$ cat src/rtl/pipe_pkg.sv
// -----------------------------------------------------------------------------
// pipe_pkg
//
// Shared definitions for the 5-stage pipeline control path:
//   - state_e      : hazard controller FSM state encoding (RUN, MD_WAIT)
//   - REG_ADDR_W   : architectural register index width
//   - X0_IDX       : index of the hard-wired zero register
//   - bubble_t     : fields of an ID/EX entry that a flush forces to zero
//   - BUBBLE       : the bubble encoding loaded by a flushed pipeline register
// -----------------------------------------------------------------------------
package pipe_pkg;

    localparam int REG_ADDR_W = 5;

    // x0 is never a real producer, so a load targeting it cannot create a hazard.
    localparam logic [REG_ADDR_W-1:0] X0_IDX = '0;

    typedef enum logic [0:0] {
        RUN     = 1'b0,
        MD_WAIT = 1'b1
    } state_e;

    typedef struct packed {
        logic [REG_ADDR_W-1:0] rd;
        logic                  alusrc;
        logic [31:0]           data;
    } bubble_t;

    // A flushed pipeline register holds an all-zero entry writing x0: a no-op.
    localparam bubble_t BUBBLE = '{rd: X0_IDX, alusrc: 1'b0, data: 32'd0};

endpackage : pipe_pkg

$ cat src/rtl/hazard_ctrl_sat_counter.sv
// -----------------------------------------------------------------------------
// sat_counter
//
// Saturating up-counter used for pipeline performance statistics. Counts one
// per clock while inc_i is high and sticks at all-ones instead of wrapping.
//
// Ports:
//   clk    in   clock, rising edge
//   rst_n  in   asynchronous active-low clear
//   inc_i  in   count enable for this cycle
//   cnt_o  out  current count, W bits
// -----------------------------------------------------------------------------
module sat_counter #(
    parameter int W = 16
) (
    input  logic         clk,
    input  logic         rst_n,
    input  logic         inc_i,
    output logic [W-1:0] cnt_o
);

    logic [W-1:0] cnt_q;
    logic [W-1:0] cnt_d;

    // NOTE: the next-state value gets a default before any condition so the
    // combinational block can never infer a latch.
    always_comb begin
        cnt_d = cnt_q;
        if (inc_i && (cnt_q != '1)) begin
            cnt_d = cnt_q + W'(1);
        end
    end

    // NOTE: state registers use non-blocking assignments so every flop samples
    // the pre-edge values regardless of process evaluation order.
    always_ff @(posedge clk or negedge rst_n) begin
        if (!rst_n) begin
            cnt_q <= '0;
        end else begin
            cnt_q <= cnt_d;
        end
    end

    assign cnt_o = cnt_q;

endmodule : sat_counter

$ cat src/rtl/hazard_ctrl.sv
// -----------------------------------------------------------------------------
// hazard_ctrl
//
// Sequencing controller for the 5-stage core. Produces load enables and flush
// controls for PC, IF/ID and ID/EX. Handles, in priority order:
//   taken branch  -> squash IF/ID and ID/EX in one cycle, PC redirects
//   mul/div in EX -> launch the unit, freeze the front end until md_done
//                    (or a timeout, which raises the sticky md_error)
//   load-use      -> hold PC and IF/ID for one cycle, bubble into ID/EX
// Outputs are Mealy: state plus current inputs.
//
// Ports:
//   clock, reset_n                    clock and async active-low reset
//   id_valid, id_rs1, id_rs2,
//   id_uses_rs1, id_uses_rs2          ID-stage source operand info
//   ex_valid, ex_rd, ex_mem_read,
//   ex_branch_taken, ex_md_req        EX-stage instruction info
//   md_done                           mul/div completion pulse
//   md_start                          mul/div launch pulse
//   pc_en, if_id_en, id_ex_en         register load enables
//   if_id_flush, id_ex_flush          load bubble (overrides enable)
//   md_error                          sticky mul/div timeout flag
//   stall_cnt, flush_cnt              saturating performance counters
// -----------------------------------------------------------------------------
module hazard_ctrl
    import pipe_pkg::*;
#(
    parameter int REG_ADDR_W = pipe_pkg::REG_ADDR_W,
    parameter int CNT_W      = 16,
    parameter int MD_TIMEOUT = 64
) (
    input  logic                  clock,
    input  logic                  reset_n,

    input  logic                  id_valid,
    input  logic [REG_ADDR_W-1:0] id_rs1,
    input  logic [REG_ADDR_W-1:0] id_rs2,
    input  logic                  id_uses_rs1,
    input  logic                  id_uses_rs2,

    input  logic                  ex_valid,
    input  logic [REG_ADDR_W-1:0] ex_rd,
    input  logic                  ex_mem_read,
    input  logic                  ex_branch_taken,
    input  logic                  ex_md_req,

    input  logic                  md_done,
    output logic                  md_start,

    output logic                  pc_en,
    output logic                  if_id_en,
    output logic                  id_ex_en,
    output logic                  if_id_flush,
    output logic                  id_ex_flush,

    output logic                  md_error,
    output logic [CNT_W-1:0]      stall_cnt,
    output logic [CNT_W-1:0]      flush_cnt
);

    localparam int TMO_W = (MD_TIMEOUT > 1) ? $clog2(MD_TIMEOUT) : 1;
    localparam logic [TMO_W-1:0] TMO_LAST = TMO_W'(MD_TIMEOUT - 1);

    state_e           state_q, state_d;
    logic [TMO_W-1:0] tmo_q, tmo_d;
    logic             md_error_q, md_error_d;

    // Raw FSM outputs before the reset override.
    logic pc_en_c, if_id_en_c, id_ex_en_c;
    logic if_id_flush_c, id_ex_flush_c, md_start_c;

    // -------------------------------------------------------------------------
    // Hazard detection
    // -------------------------------------------------------------------------
    logic branch_hit;
    logic md_hit;
    logic rs1_dep, rs2_dep;
    logic load_use_hit;
    logic tmo_hit;

    assign branch_hit = ex_valid && ex_branch_taken;
    assign md_hit     = ex_valid && ex_md_req;

    assign rs1_dep = id_uses_rs1 && (id_rs1 == ex_rd);
    assign rs2_dep = id_uses_rs2 && (id_rs2 == ex_rd);

    assign load_use_hit = ex_valid && ex_mem_read
                       && (ex_rd != REG_ADDR_W'(X0_IDX))
                       && id_valid && (rs1_dep || rs2_dep);

    assign tmo_hit = (tmo_q == TMO_LAST);

    // -------------------------------------------------------------------------
    // FSM next-state and Mealy outputs
    // -------------------------------------------------------------------------
    always_comb begin
        state_d       = state_q;
        tmo_d         = tmo_q;
        md_error_d    = md_error_q;
        pc_en_c       = 1'b1;
        if_id_en_c    = 1'b1;
        id_ex_en_c    = 1'b1;
        if_id_flush_c = 1'b0;
        id_ex_flush_c = 1'b0;
        md_start_c    = 1'b0;

        unique case (state_q)
            RUN: begin
                // md_done is meaningless here; the unit is idle.
                if (branch_hit) begin
                    // Both younger slots are wrong-path: squash them together.
                    if_id_flush_c = 1'b1;
                    id_ex_flush_c = 1'b1;
                end else if (md_hit) begin
                    md_start_c = 1'b1;
                    pc_en_c    = 1'b0;
                    if_id_en_c = 1'b0;
                    id_ex_en_c = 1'b0;
                    tmo_d      = '0;
                    state_d    = MD_WAIT;
                end else if (load_use_hit) begin
                    // Hold the consumer in ID; the load moves to MEM and its
                    // data becomes forwardable next cycle.
                    pc_en_c       = 1'b0;
                    if_id_en_c    = 1'b0;
                    id_ex_flush_c = 1'b1;
                end
            end

            MD_WAIT: begin
                // Branch/load-use terms are irrelevant: the front end is frozen
                // behind the mul/div, and a still-high ex_md_req on the release
                // cycle belongs to the instruction that just completed.
                if (md_done || tmo_hit) begin
                    state_d = RUN;
                    if (!md_done) begin
                        md_error_d = 1'b1;
                    end
                end else begin
                    pc_en_c    = 1'b0;
                    if_id_en_c = 1'b0;
                    id_ex_en_c = 1'b0;
                    tmo_d      = tmo_q + TMO_W'(1);
                end
            end

            default: begin
                state_d = RUN;
            end
        endcase
    end

    always_ff @(posedge clock or negedge reset_n) begin
        if (!reset_n) begin
            state_q    <= RUN;
            tmo_q      <= '0;
            md_error_q <= 1'b0;
        end else begin
            state_q    <= state_d;
            tmo_q      <= tmo_d;
            md_error_q <= md_error_d;
        end
    end

    // -------------------------------------------------------------------------
    // Outputs: while reset is held the pipeline registers are kept loading
    // bubbles and nothing advances, independent of the clock.
    // -------------------------------------------------------------------------
    assign pc_en       = reset_n && pc_en_c;
    assign if_id_en    = reset_n && if_id_en_c;
    assign id_ex_en    = reset_n && id_ex_en_c;
    assign if_id_flush = !reset_n || if_id_flush_c;
    assign id_ex_flush = !reset_n || id_ex_flush_c;
    assign md_start    = reset_n && md_start_c;
    assign md_error    = md_error_q;

    // -------------------------------------------------------------------------
    // Performance counters
    // -------------------------------------------------------------------------
    sat_counter #(.W(CNT_W)) u_stall_cnt (
        .clk   (clock),
        .rst_n (reset_n),
        .inc_i (!pc_en),
        .cnt_o (stall_cnt)
    );

    sat_counter #(.W(CNT_W)) u_flush_cnt (
        .clk   (clock),
        .rst_n (reset_n),
        .inc_i (id_ex_flush),
        .cnt_o (flush_cnt)
    );

endmodule : hazard_ctrl

$ cat config.mk
export PLATFORM = sky130hd
export DESIGN_NAME = hazard_ctrl
export DESIGN_NICKNAME = d
export VERILOG_FILES = /design/src/rtl/pipe_pkg.sv /design/src/rtl/hazard_ctrl_sat_counter.sv /design/src/rtl/hazard_ctrl.sv
export SDC_FILE = /design/constraint.sdc
export NUM_CORES = 1
export LEC_CHECK = 0
export BUFFER_PORTS_ARGS = -buffer_cell sky130_fd_sc_hd__buf_4
export CORE_MARGIN = 5
export CORE_UTILIZATION = 47
export CTS_CLUSTER_DIAMETER = 120
export DETAILED_ROUTE_END_ITERATION = 16
export PLACE_DENSITY = 0.76
export RECOVER_POWER = 25
export SLEW_MARGIN = 20
export SYNTH_ARGS = -nofsm -noshare
export SYNTH_HDL_FRONTEND = slang
export SYNTH_HIERARCHICAL = 1
export SYNTH_SLANG_ARGS = --single-unit
$ cat constraint.sdc
create_clock -name clock -period 2.25 [get_ports clock]
set_input_delay 0.675 -clock clock [delete_from_list [all_inputs] [get_ports clock]]
set_output_delay 0.675 -clock clock [all_outputs]
set_load 0.01 [all_outputs]
==> impl_metrics.csv <==
group,metric,value,unit
status,status,"finished, violations left",
status,failed_checks,"setup timing",
yosys,syn_area,2310,sq um
yosys,ys_warn_count,6,
yosys,syn-num-nets,241,
power_and_ir_drop,p_comb_frac,0.386,
critical_path,startpoint,"id_rs2[3]",
flow_run,maxCapViolCount,0,
clock_network,cts_tree,"done",
routing,totalWireLength,7040,um
sta,finalSetupViolCount,36,
sta,hold_viol,0,
sta,post-route-min-period,2.64,ns
clock_network,cts.sinks,40,
global_routing,track_usage,0.200,
routing,wl_per_cell,18.1,um
clock_network,numCtsBuffers,5,
worst_hold_path,worstHoldPathType,"flip-flop to flip-flop",
yosys,synth-main-ff-cell,"dfrtp_1",
floorplanning,rows,25,
yosys,synth-edff-count,0,
critical_path,path_cells,"buf_6, xor2_2, nor4_2, a32oi_2, o31a_1, buf_6",
routing,via_per_inst,5.70,
power_and_ir_drop,power,0.00265,W
place,io_buffer_count,63,
final_layout,drive_gt1_frac,0.495,
critical_path,cpMaxStageDelayCell,"o31a_1",
yosys,synth_area_per_cell,10.9,sq um
sta,drv_slew,0,
floorplanning,die_area,6430,sq um
routing,first_pass_iters,4,
global_routing,grt_max_degree,22,
routing,antenna_left,0,
critical_path,cp_max_fo,3,
final_layout,syn_to_final_growth,54.0,%
sta,layout_setup_ws,-0.387,ns
floorplanning,core,4750,sq um
yosys,syn_inst,213,
global_routing,grt_overflow,0,
power_and_ir_drop,switching_share,0.371,
sta,slew_headroom,0.253,
floorplanning,pin_count,64,
clock_network,cts_max_path_buffers,2,
floorplanning,die_h,80.2,um
final_layout,antennaDiodeCount,0,
power_and_ir_drop,p_leak,1.62,nW
power_and_ir_drop,power_frac_clock,0.191,
final_layout,final_core_util,0.750,
critical_path,cp.arrival,1.96,ns
critical_path,path_buf_inv,2,
critical_path,worstReg2RegStart,"state_q",
yosys,synth_cell_types,46,
final_layout,fillers,330,
clock_network,clk_pin_slew,0.07,ns
routing,drtIter0Drc,145,
final_layout,most-common-layout-cells,"buf_4 (77), dfrtp_1 (40), buf_6 (23)",
yosys,seq_area_frac_synth,0.432,
sta,final.period_utilization,1.17,
power_and_ir_drop,p_per_area,743,nW/um^2
final_layout,nNetsFinal,350,
yosys,yosys_register_bits,40,
final_layout,final_cell_area,3560,sq um
global_routing,antenna_found_initial,0,
global_routing,grt_pass1_vias,2050,
critical_path,cp_top_family,"compound AO/OA/AOI/OAI gates",
sta,finClkSkew,0.00729,ns
clock_network,ctsHtreeMaxLevel,2,
critical_path,cpMostUsedCell,"buf_6",
clock_network,clock-root-buffer,"clkbuf_8",
power_and_ir_drop,internal_power,0.00167,W
final_layout,mostFrequentLayoutCell,"buf_4",
place,place.gp.congestion,0.805,
power_and_ir_drop,vdd_drop_max,0.000474,V
routing,vias,2222,
worst_hold_path,holdCritStartpoint,"md_error",
yosys,synthArstFlopShare,1.00,
critical_path,worstSetupStartpointType,"primary input",
sta,max_freq,379,MHz
critical_path,crit_type,"primary input to output port",
sta,tightest_slew,1.12,ns
power_and_ir_drop,p_switching,0.000983,W
critical_path,worstPathRequired,1.57,ns
sta,rsz0062_at_grt,"true",
global_routing,grt_first_pass_wirelength,9970,um
critical_path,critical_path.max_stage_delay,0.35,ns
critical_path,crit_path_end_kind,"output port",
place,place_area,3070,sq um
place,dpl.hpwl,4330,um
floorplanning,start_util,0.487,
clock_network,insertion_delay,0.30,ns
routing,drcViolationCount,0,
power_and_ir_drop,p_seq_frac,0.423,
floorplanning,die_w,80.2,um
cell families after synthesis:
family / count (synthesis) / synth area share
adders and majority gates: 3 / 0.0162
buffers and inverters: 4 / 0.00811
muxes: 3 / 0.0141
xor gates and xnor gates: 25 / 0.0946
DFF: 40 / 0.432
AOI/OAI and AO/OA: 44 / 0.139
and+or+nand+nor: 94 / 0.295
metrics by stage:
stage / std cells / setup slack [ns] / hold WS, ns / TNS (ns)
6_report: 390 / -0.387 / 0.497 / -6.66
5_1_grt: 390 / -0.421 / 0.539 / -8.85
4_1_cts: 382 / -0.291 / 0.365 / -2.03
3_5_place_dp: 366 / -0.387 / 0.488 / -9.30
3_3_place_gp: 366 / -0.338 / 0.450 / -8.10
2_1_floorplan: 213 / -0.204 / 0.379 / -2.41
state kept, by name, summed over array words and instances, names as in the netlist:
name and count:
u_flush_cnt/cnt_o 16, u_stall_cnt/cnt_o 16, tmo_q 6, state_q 1
md_error 1
layer usage:
layer,share of wire,global-route usage,vias to the layer above,routed length (um)
li1,-,-,1035,-
met1,0.40,0.249,1082,2820
met2,0.51,0.335,85,3600
met3,0.056,0.0504,20,392
met4,0.032,0.0676,0,225
met5,0,0,-,0
power by group through the flow:
stage,clock (W),combinational (W),sequential (W)
after floorplan,0,0.000332,0.00112
after global placement,0,0.000747,0.00110
after CTS,0.000513,0.000856,0.00109
final,0.000505,0.00102,0.00112
after global routing,0.000545,0.00109,0.00114
after detailed placement,0,0.000773,0.00110
layout make-up:
class                      count  area (sq um)  share of cell area
clock buffer                   8          90.1              0.0253
tap                           67          83.8              0.0235
timing repair buffer         103           848               0.238
multi-input combinational    169          1530               0.429
inverter                       3          11.3             0.00316
sequential                    40          1000               0.281
cell usage after synthesis (4+ instances only):
cell / n / area share
o21ai_0: 6 / 0.013
xnor2_1: 12 / 0.045
nand2_1: 15 / 0.024
nand4_1: 16 / 0.043
o21a_1: 10 / 0.032
dfrtp_1: 40 / 0.43
nor4_4: 4 / 0.037
a31oi_1: 6 / 0.016
nor2_1: 8 / 0.013
nand3_1: 15 / 0.032
and3_1: 7 / 0.019
xor2_1: 13 / 0.049
a21oi_1: 8 / 0.017
worst paths after layout:
path,to,slack (ns),cells past startpoint
setup / recovery,if_id_en,-0.39,6
hold / removal,md_error,0.50,1
setup reg to reg,u_flush_cnt/cnt_o[14],0.02,11
hold reg to reg,md_error,0.50,1
max in group asynchronous,u_stall_cnt/cnt_o[4],0.77,2
min in group asynchronous,u_flush_cnt/cnt_o[2],0.79,2
repair_timing:
item                                   4_1_cts  5_1_grt
endpoints found under the hold margin        0        0
setup buffers                                9        8
pin swaps                                   14       19
resized for setup                           27       40
setup endpoints to repair                   15       35
hold buffers                                 0        0
(Power assumes the default switching activity.)
